--- config.mk ---
export PLATFORM = sky130hd
export DESIGN_NAME = am_lock_module
export DESIGN_NICKNAME = d
export VERILOG_FILES = /design/src/rtl/am_lock_module.sv
export SDC_FILE = /design/constraint.sdc
export NUM_CORES = 1
export LEC_CHECK = 0
export BUFFER_PORTS_ARGS = -buffer_cell sky130_fd_sc_hd__buf_2
export CAP_MARGIN = 20
export CELL_PAD_IN_SITES_DETAIL_PLACEMENT = 2
export CELL_PAD_IN_SITES_GLOBAL_PLACEMENT = 2
export CORE_ASPECT_RATIO = 2
export CORE_UTILIZATION = 33
export CTS_BUF_LIST = sky130_fd_sc_hd__clkbuf_8
export DETAILED_ROUTE_END_ITERATION = 10
export PLACE_DENSITY_LB_ADDON = 0.3
export SLEW_MARGIN = 20
export SYNTH_ARGS = -nofsm -noshare
export SYNTH_HDL_FRONTEND = slang
export SYNTH_SLANG_ARGS = --single-unit
--- constraint.sdc ---
create_clock -name i_clock -period 3.9 [get_ports i_clock]
set_input_delay 0.39 -clock i_clock [delete_from_list [all_inputs] [get_ports i_clock]]
set_output_delay 0.39 -clock i_clock [all_outputs]
set_load 0.03 [all_outputs]
--- src/rtl/am_lock_module.sv ---
// Alignment-marker lock for one PCS lane: finds two AMs one period apart, then tracks them.
// Optional macro AM_LOCK_ERR_CNT_EN builds a saturating invalid-AM counter on o_am_err_count.
module am_lock_module #(
  parameter int NB_DATA        = 66,
  parameter int AM_PERIOD      = 16384,
  parameter int N_LANES        = 20,
  parameter int NB_LANE_ID     = 5,
  parameter int NB_INVALID_CNT = 3
) (
  input  logic                      i_clock,
  input  logic                      i_reset,
  input  logic                      i_enable,
  input  logic                      i_valid,
  input  logic                      i_block_lock,
  input  logic [NB_DATA-1:0]        i_data,
  input  logic [NB_INVALID_CNT-1:0] i_rf_am_invalid_limit,
  output logic [NB_DATA-1:0]        o_data,
  output logic                      o_valid,
  output logic                      o_am_flag,
  output logic                      o_am_lock,
  output logic [NB_LANE_ID-1:0]     o_lane_id,
  output logic [15:0]               o_am_err_count,
  output logic [1:0]                o_state
);

  typedef enum logic [1:0] {LOCK_INIT, FIND_1ST, COUNT_1, LOCKED} state_t;

  localparam int CNT_W = (AM_PERIOD > 1) ? $clog2(AM_PERIOD) : 1;
  localparam int N_TBL = (N_LANES < 20) ? N_LANES : 20;
  localparam logic [CNT_W-1:0] SLOT_CNT = CNT_W'(AM_PERIOD - 1);

  // {M0,M1,M2} of each lane's marker; {M4,M5,M6} carry the bitwise inverse.
  localparam logic [23:0] AM_TBL [20] = '{
    24'hC16821, 24'h9D718E, 24'h594BE8, 24'h4D957B, 24'hF50709,
    24'hDD14C2, 24'h9A4A26, 24'h7B4566, 24'hA02476, 24'h68C9FB,
    24'hFD6C99, 24'hB99155, 24'h5CB9B2, 24'h1AF8BD, 24'h83C7CA,
    24'h3536CD, 24'hC4314C, 24'hADD6B7, 24'h5F662A, 24'hC0F0E5
  };

  state_t                    state;
  logic [CNT_W-1:0]          cnt;
  logic [NB_INVALID_CNT-1:0] inv_cnt;
  logic [NB_LANE_ID-1:0]     cand_id;
  logic                      am_match;
  logic [NB_LANE_ID-1:0]     am_id;
  logic                      at_slot;
  logic [NB_INVALID_CNT:0]   inv_next;
  logic [NB_INVALID_CNT:0]   limit_eff;

  always_comb begin
    am_match = 1'b0;
    am_id    = '0;
    if (i_data[65:64] == 2'b10) begin
      for (int i = 0; i < N_TBL; i++) begin
        if (i_data[63:40] == AM_TBL[i] && i_data[31:8] == ~AM_TBL[i]) begin
          am_match = 1'b1;
          am_id    = i[NB_LANE_ID-1:0];
        end
      end
    end
  end

  assign at_slot   = (cnt == SLOT_CNT);
  assign inv_next  = {1'b0, inv_cnt} + 1'b1;
  assign limit_eff = (i_rf_am_invalid_limit == '0) ? (NB_INVALID_CNT+1)'(1)
                                                  : {1'b0, i_rf_am_invalid_limit};
  assign o_state   = state;

`ifndef AM_LOCK_ERR_CNT_EN
  assign o_am_err_count = 16'h0000;
`endif

  always_ff @(posedge i_clock or posedge i_reset) begin
    if (i_reset) begin
      state     <= LOCK_INIT;
      cnt       <= '0;
      inv_cnt   <= '0;
      cand_id   <= '0;
      o_data    <= '0;
      o_valid   <= 1'b0;
      o_am_flag <= 1'b0;
      o_am_lock <= 1'b0;
      o_lane_id <= '0;
`ifdef AM_LOCK_ERR_CNT_EN
      o_am_err_count <= 16'h0000;
`endif
    end else begin
      o_data    <= i_data;
      o_valid   <= i_valid;
      o_am_flag <= 1'b0;
      // Losing block lock or enable beats whatever the current slot would have decided.
      if (!i_enable || !i_block_lock) begin
        state     <= LOCK_INIT;
        o_am_lock <= 1'b0;
      end else begin
        case (state)
          LOCK_INIT: begin
            state     <= FIND_1ST;
            cnt       <= '0;
            inv_cnt   <= '0;
            o_am_lock <= 1'b0;
          end
          FIND_1ST: begin
            if (i_valid && am_match) begin
              cand_id <= am_id;
              cnt     <= '0;
              state   <= COUNT_1;
            end
          end
          COUNT_1: begin
            if (i_valid) begin
              if (at_slot) begin
                cnt <= '0;
                if (am_match && am_id == cand_id) begin
                  state     <= LOCKED;
                  o_am_lock <= 1'b1;
                  o_lane_id <= am_id;
                  o_am_flag <= 1'b1;
                  inv_cnt   <= '0;
                end else begin
                  state <= FIND_1ST;
                end
              end else begin
                cnt <= cnt + 1'b1;
              end
            end
          end
          LOCKED: begin
            if (i_valid) begin
              if (at_slot) begin
                cnt       <= '0;
                o_am_flag <= 1'b1;
                if (am_match && am_id == o_lane_id) begin
                  inv_cnt <= '0;
                end else begin
`ifdef AM_LOCK_ERR_CNT_EN
                  if (o_am_err_count != 16'hFFFF) o_am_err_count <= o_am_err_count + 1'b1;
`endif
                  if (inv_next >= limit_eff) begin
                    state     <= LOCK_INIT;
                    o_am_lock <= 1'b0;
                    inv_cnt   <= '0;
                  end else begin
                    inv_cnt <= inv_next[NB_INVALID_CNT-1:0];
                  end
                end
              end else begin
                cnt <= cnt + 1'b1;
              end
            end
          end
          default: state <= LOCK_INIT;
        endcase
      end
    end
  end

endmodule

==> flow_summary.yaml <==
outcome:
  status: "complete, no violations"
worst_setup_path:
  arrival_ps: 3610
  end_kind: "register"
  timing.rr.start: "cnt[4]"
  worstPathMaxFanout: 7
  critical_path.startpoint_type: "input pin"
  worstPathRequired_ps: 4200
  r2r_cells: 10
  r2r_slack_ps: 1210
  r2r-end: "o_state[1]"
  worstSetupPathType: "in -> reg"
place:
  io_buffers: 149
  dpl.hpwl_um: 17700
  gp_congestion: 0.994
  placed_cells: 837
  place_area_mm2: 0.00637
synth:
  syn_avg_cell_area_um2: 11.1
  synth.top_cell.area_share: 0.454
  synth_edf_count: 0
  ys_ff_latch: 98
  synthCells: 487
  yosysTopAreaCell: "dfrtp_1"
  syn_area_mm2: 0.00541
  async_flop_share: 1.00
  synth_seq_area_share: 0.454
  yosys_warnings: 0
  synth.area.top_cells: "dfrtp_1, and4bb_2, nor4_1"
  synth_cell_types: 66
  ys.flop_type: "dfrtp_1"
clock_tree:
  path_clk_slew_ps: 110
  postCtsResizedCells: 0
  cts_htree_levels: 3
  root_buffer: "clkbuf_8"
  cts-buffers-inserted: 9
  clk-insertion-delay-late_ps: 400
  tritoncts: "built"
  clk_path_buf_depth: 2
  clkSinkCount: 98
power_and_ir_drop:
  p_int_w: 0.00146
  switching_share: 0.309
  p_per_area_mw_per_mm2: 319
  p_clk_frac: 0.339
  peakVddDrop_mv: 0.143
  sequentialPowerShare: 0.505
  p_sw_w: 0.000652
  combPwrFrac: 0.156
  p_leak_nw: 3.00
  finalPower_w: 0.00211
worst_hold_path:
  hp-start: "i_data[35]"
  whs_endpoint: "o_data[35]"
  min_path_type: "in -> reg"
  holdPathStages: 1
timing:
  hold_viol_final: 0
  setup_viol: 0
  drv_slew: 0
  fin_tns_setup_ps: 0
  period_needed_ps: 3310
  clock.fmax_mhz: 302
  worst_slew_pin_slew_ps: 758
  rsz0062_at_grt: "no"
  slew_headroom: 0.490
  finClkSkew_ps: 9.93
  fin_crit_sh: 0.849
cells_and_area:
  regArea_mm2: 0.00245
  fillers: 1738
  syn_to_final_growth_pct: 22.3
  multi_input_area_mm2: 0.00276
  drive_gt1_frac: 0.391
  num-nets-final: 732
  final_cell_area_mm2: 0.00661
  instances_no_fill: 856
routing:
  drcViolationCount: 0
  antenna_left: 0
  routed_wl_um: 21300
  via_count: 4869
  dr.pass1.iters: 4
  wl_per_cell_um: 24.9
  viasPerCell: 5.69
  drt_iter0_markers: 99
global_routing:
  grt_max_degree: 80
  grt.overflow.total: 0
  grt_pass1_wl_um: 32700
  grt_antenna_before_repair: 1
  grt_use_total: 0.265
  grt_pass1_vias: 5595
floorplan:
  row_count: 65
  fp.dieW_um: 92.5
  num_io_pins: 166
  die_h_um: 183
  dieArea_mm2: 0.0169
  start_util: 0.341
  core_mm2: 0.0159
job:
  drv_cap: 0
==> per-layer routing <==
layer	vias up	wire length (µm)	track usage	part of all wire
li1	2179	-	-	-
met1	2441	6480	0.223	0.30
met2	159	12600	0.531	0.59
met3	90	585	0.0390	0.027
met4	0	1640	0.197	0.077
met5	-	0	0	0
==> power groups by stage <==
stage | registers, W | logic [W] | clock network, W
finish | 0.00106 | 0.000329 | 0.000714
global route | 0.00107 | 0.000350 | 0.000771
floorplan | 0.00116 | 0.000120 | 0
detailed placement | 0.00109 | 0.000327 | 0
global placement | 0.00108 | 0.000317 | 0
CTS | 0.00107 | 0.000328 | 0.000747
==> layout make-up <==
class,count,area share
clock inverter,7,0.0125
multi-input combinational,362,0.417
clock buffer,9,0.0187
antenna,1,0.000378
timing repair buffer,166,0.135
tap,201,0.0380
inverter,12,0.00719
sequential,98,0.371
==> cells by family (layout without fill, tap and decap cells) <==
kind of cell	Yosys count	after routing	synth area share
AO/OA/AOI/OAI	65	65	0.0965
XOR/XNOR	14	14	0.0227
adder cells (fa/ha/maj)	9	9	0.0208
buffers and inverters	42	194	0.0470
flip-flops	98	98	0.454
multiplexers	13	13	0.0273
other	1	17	0.000694
AND/OR/NAND/NOR	245	245	0.331
==> timing repair <==
action / 4_1_cts / 5_1_grt
hold buffers: 0 / 1
setup endpoints to repair: 0 / 0
buffers inserted: 0 / 0
endpoints found under the hold margin: 0 / 26
==> Yosys cell counts, types with 4 or more instances <==
| library cell | instances |
|---|---|
| nor4_2 | 7 |
| buf_4 | 20 |
| nor4_1 | 29 |
| inv_1 | 12 |
| nand4_2 | 4 |
| nand4_1 | 26 |
| and4bb_1 | 11 |
| xor2_1 | 12 |
| nor3_1 | 12 |
| buf_2 | 5 |
| nand3_1 | 27 |
| and3_1 | 8 |
| a21oi_1 | 11 |
| nor2_1 | 20 |
| ha_1 | 9 |
| dfrtp_1 | 98 |
| and4bb_2 | 33 |
| mux2_2 | 11 |
| o21bai_1 | 4 |
| nor4bb_1 | 4 |
| nand2_1 | 34 |
| o2111ai_1 | 7 |
| and4_1 | 4 |
| and2_1 | 7 |
| o21ai_0 | 8 |
==> cells in the final DEF, fill, tap and decap left out, drive strengths merged, types with 7 or more instances in the layout <==
cell,instances
and4bb,44
a21oi,12
ha,9
nand4,32
xor2,12
nand2,34
o2111ai,7
nor2,21
clkbuf,9
and3,8
conb,16
and2,7
mux2,11
inv,16
nor4,37
buf,165
nand3,27
nor3,13
dfrtp,98
o21ai,11
==> sequential cells by signal (all words and copies together), names as in the netlist <==
register,cells
o_am_flag,1
inv_cnt,3
o_data,66
cnt,14
o_lane_id,5
o_am_lock,1
cand_id,5
o_valid,1
o_state,2
==> critical path, cell delays in order <==
cell       delay [ps]
buf_2             120
and4bb_1          480
nand4_1           380
nor4_1            560
nor4_1            180
o2111ai_1         260
xor2_1            350
a2111oi_4         110
a211oi_2          390
a21oi_1           150
a41o_1            230
==> worst max-delay path by stage <==
| stage | slack [ps] | end | start | cells after the start |
|---|---|---|---|---|
| floorplan | 950 | cand_id[0] | i_reset | 1 |
| global placement | 260 | o_state[1] | i_data[24] | 11 |
| detailed placement | 170 | o_state[1] | i_data[22] | 11 |
| CTS | 610 | o_state[1] | i_data[22] | 11 |
| global route | 340 | inv_cnt[2] | i_data[24] | 12 |
| finish | 590 | o_state[1] | i_data[22] | 11 |
==> metrics by stage <==
| step | hold WS, ps | util | setup slack [ps] |
|---|---|---|---|
| 2_1_floorplan | 421 | - | 948 |
| 3_3_place_gp | 498 | 0.401 | 261 |
| 3_5_place_dp | 500 | 0.401 | 173 |
| 4_1_cts | 60.0 | 0.414 | 613 |
| 5_1_grt | 67.0 | 0.417 | 336 |
| 6_report | 86.0 | 0.417 | 589 |
(Power assumes the default switching activity.)
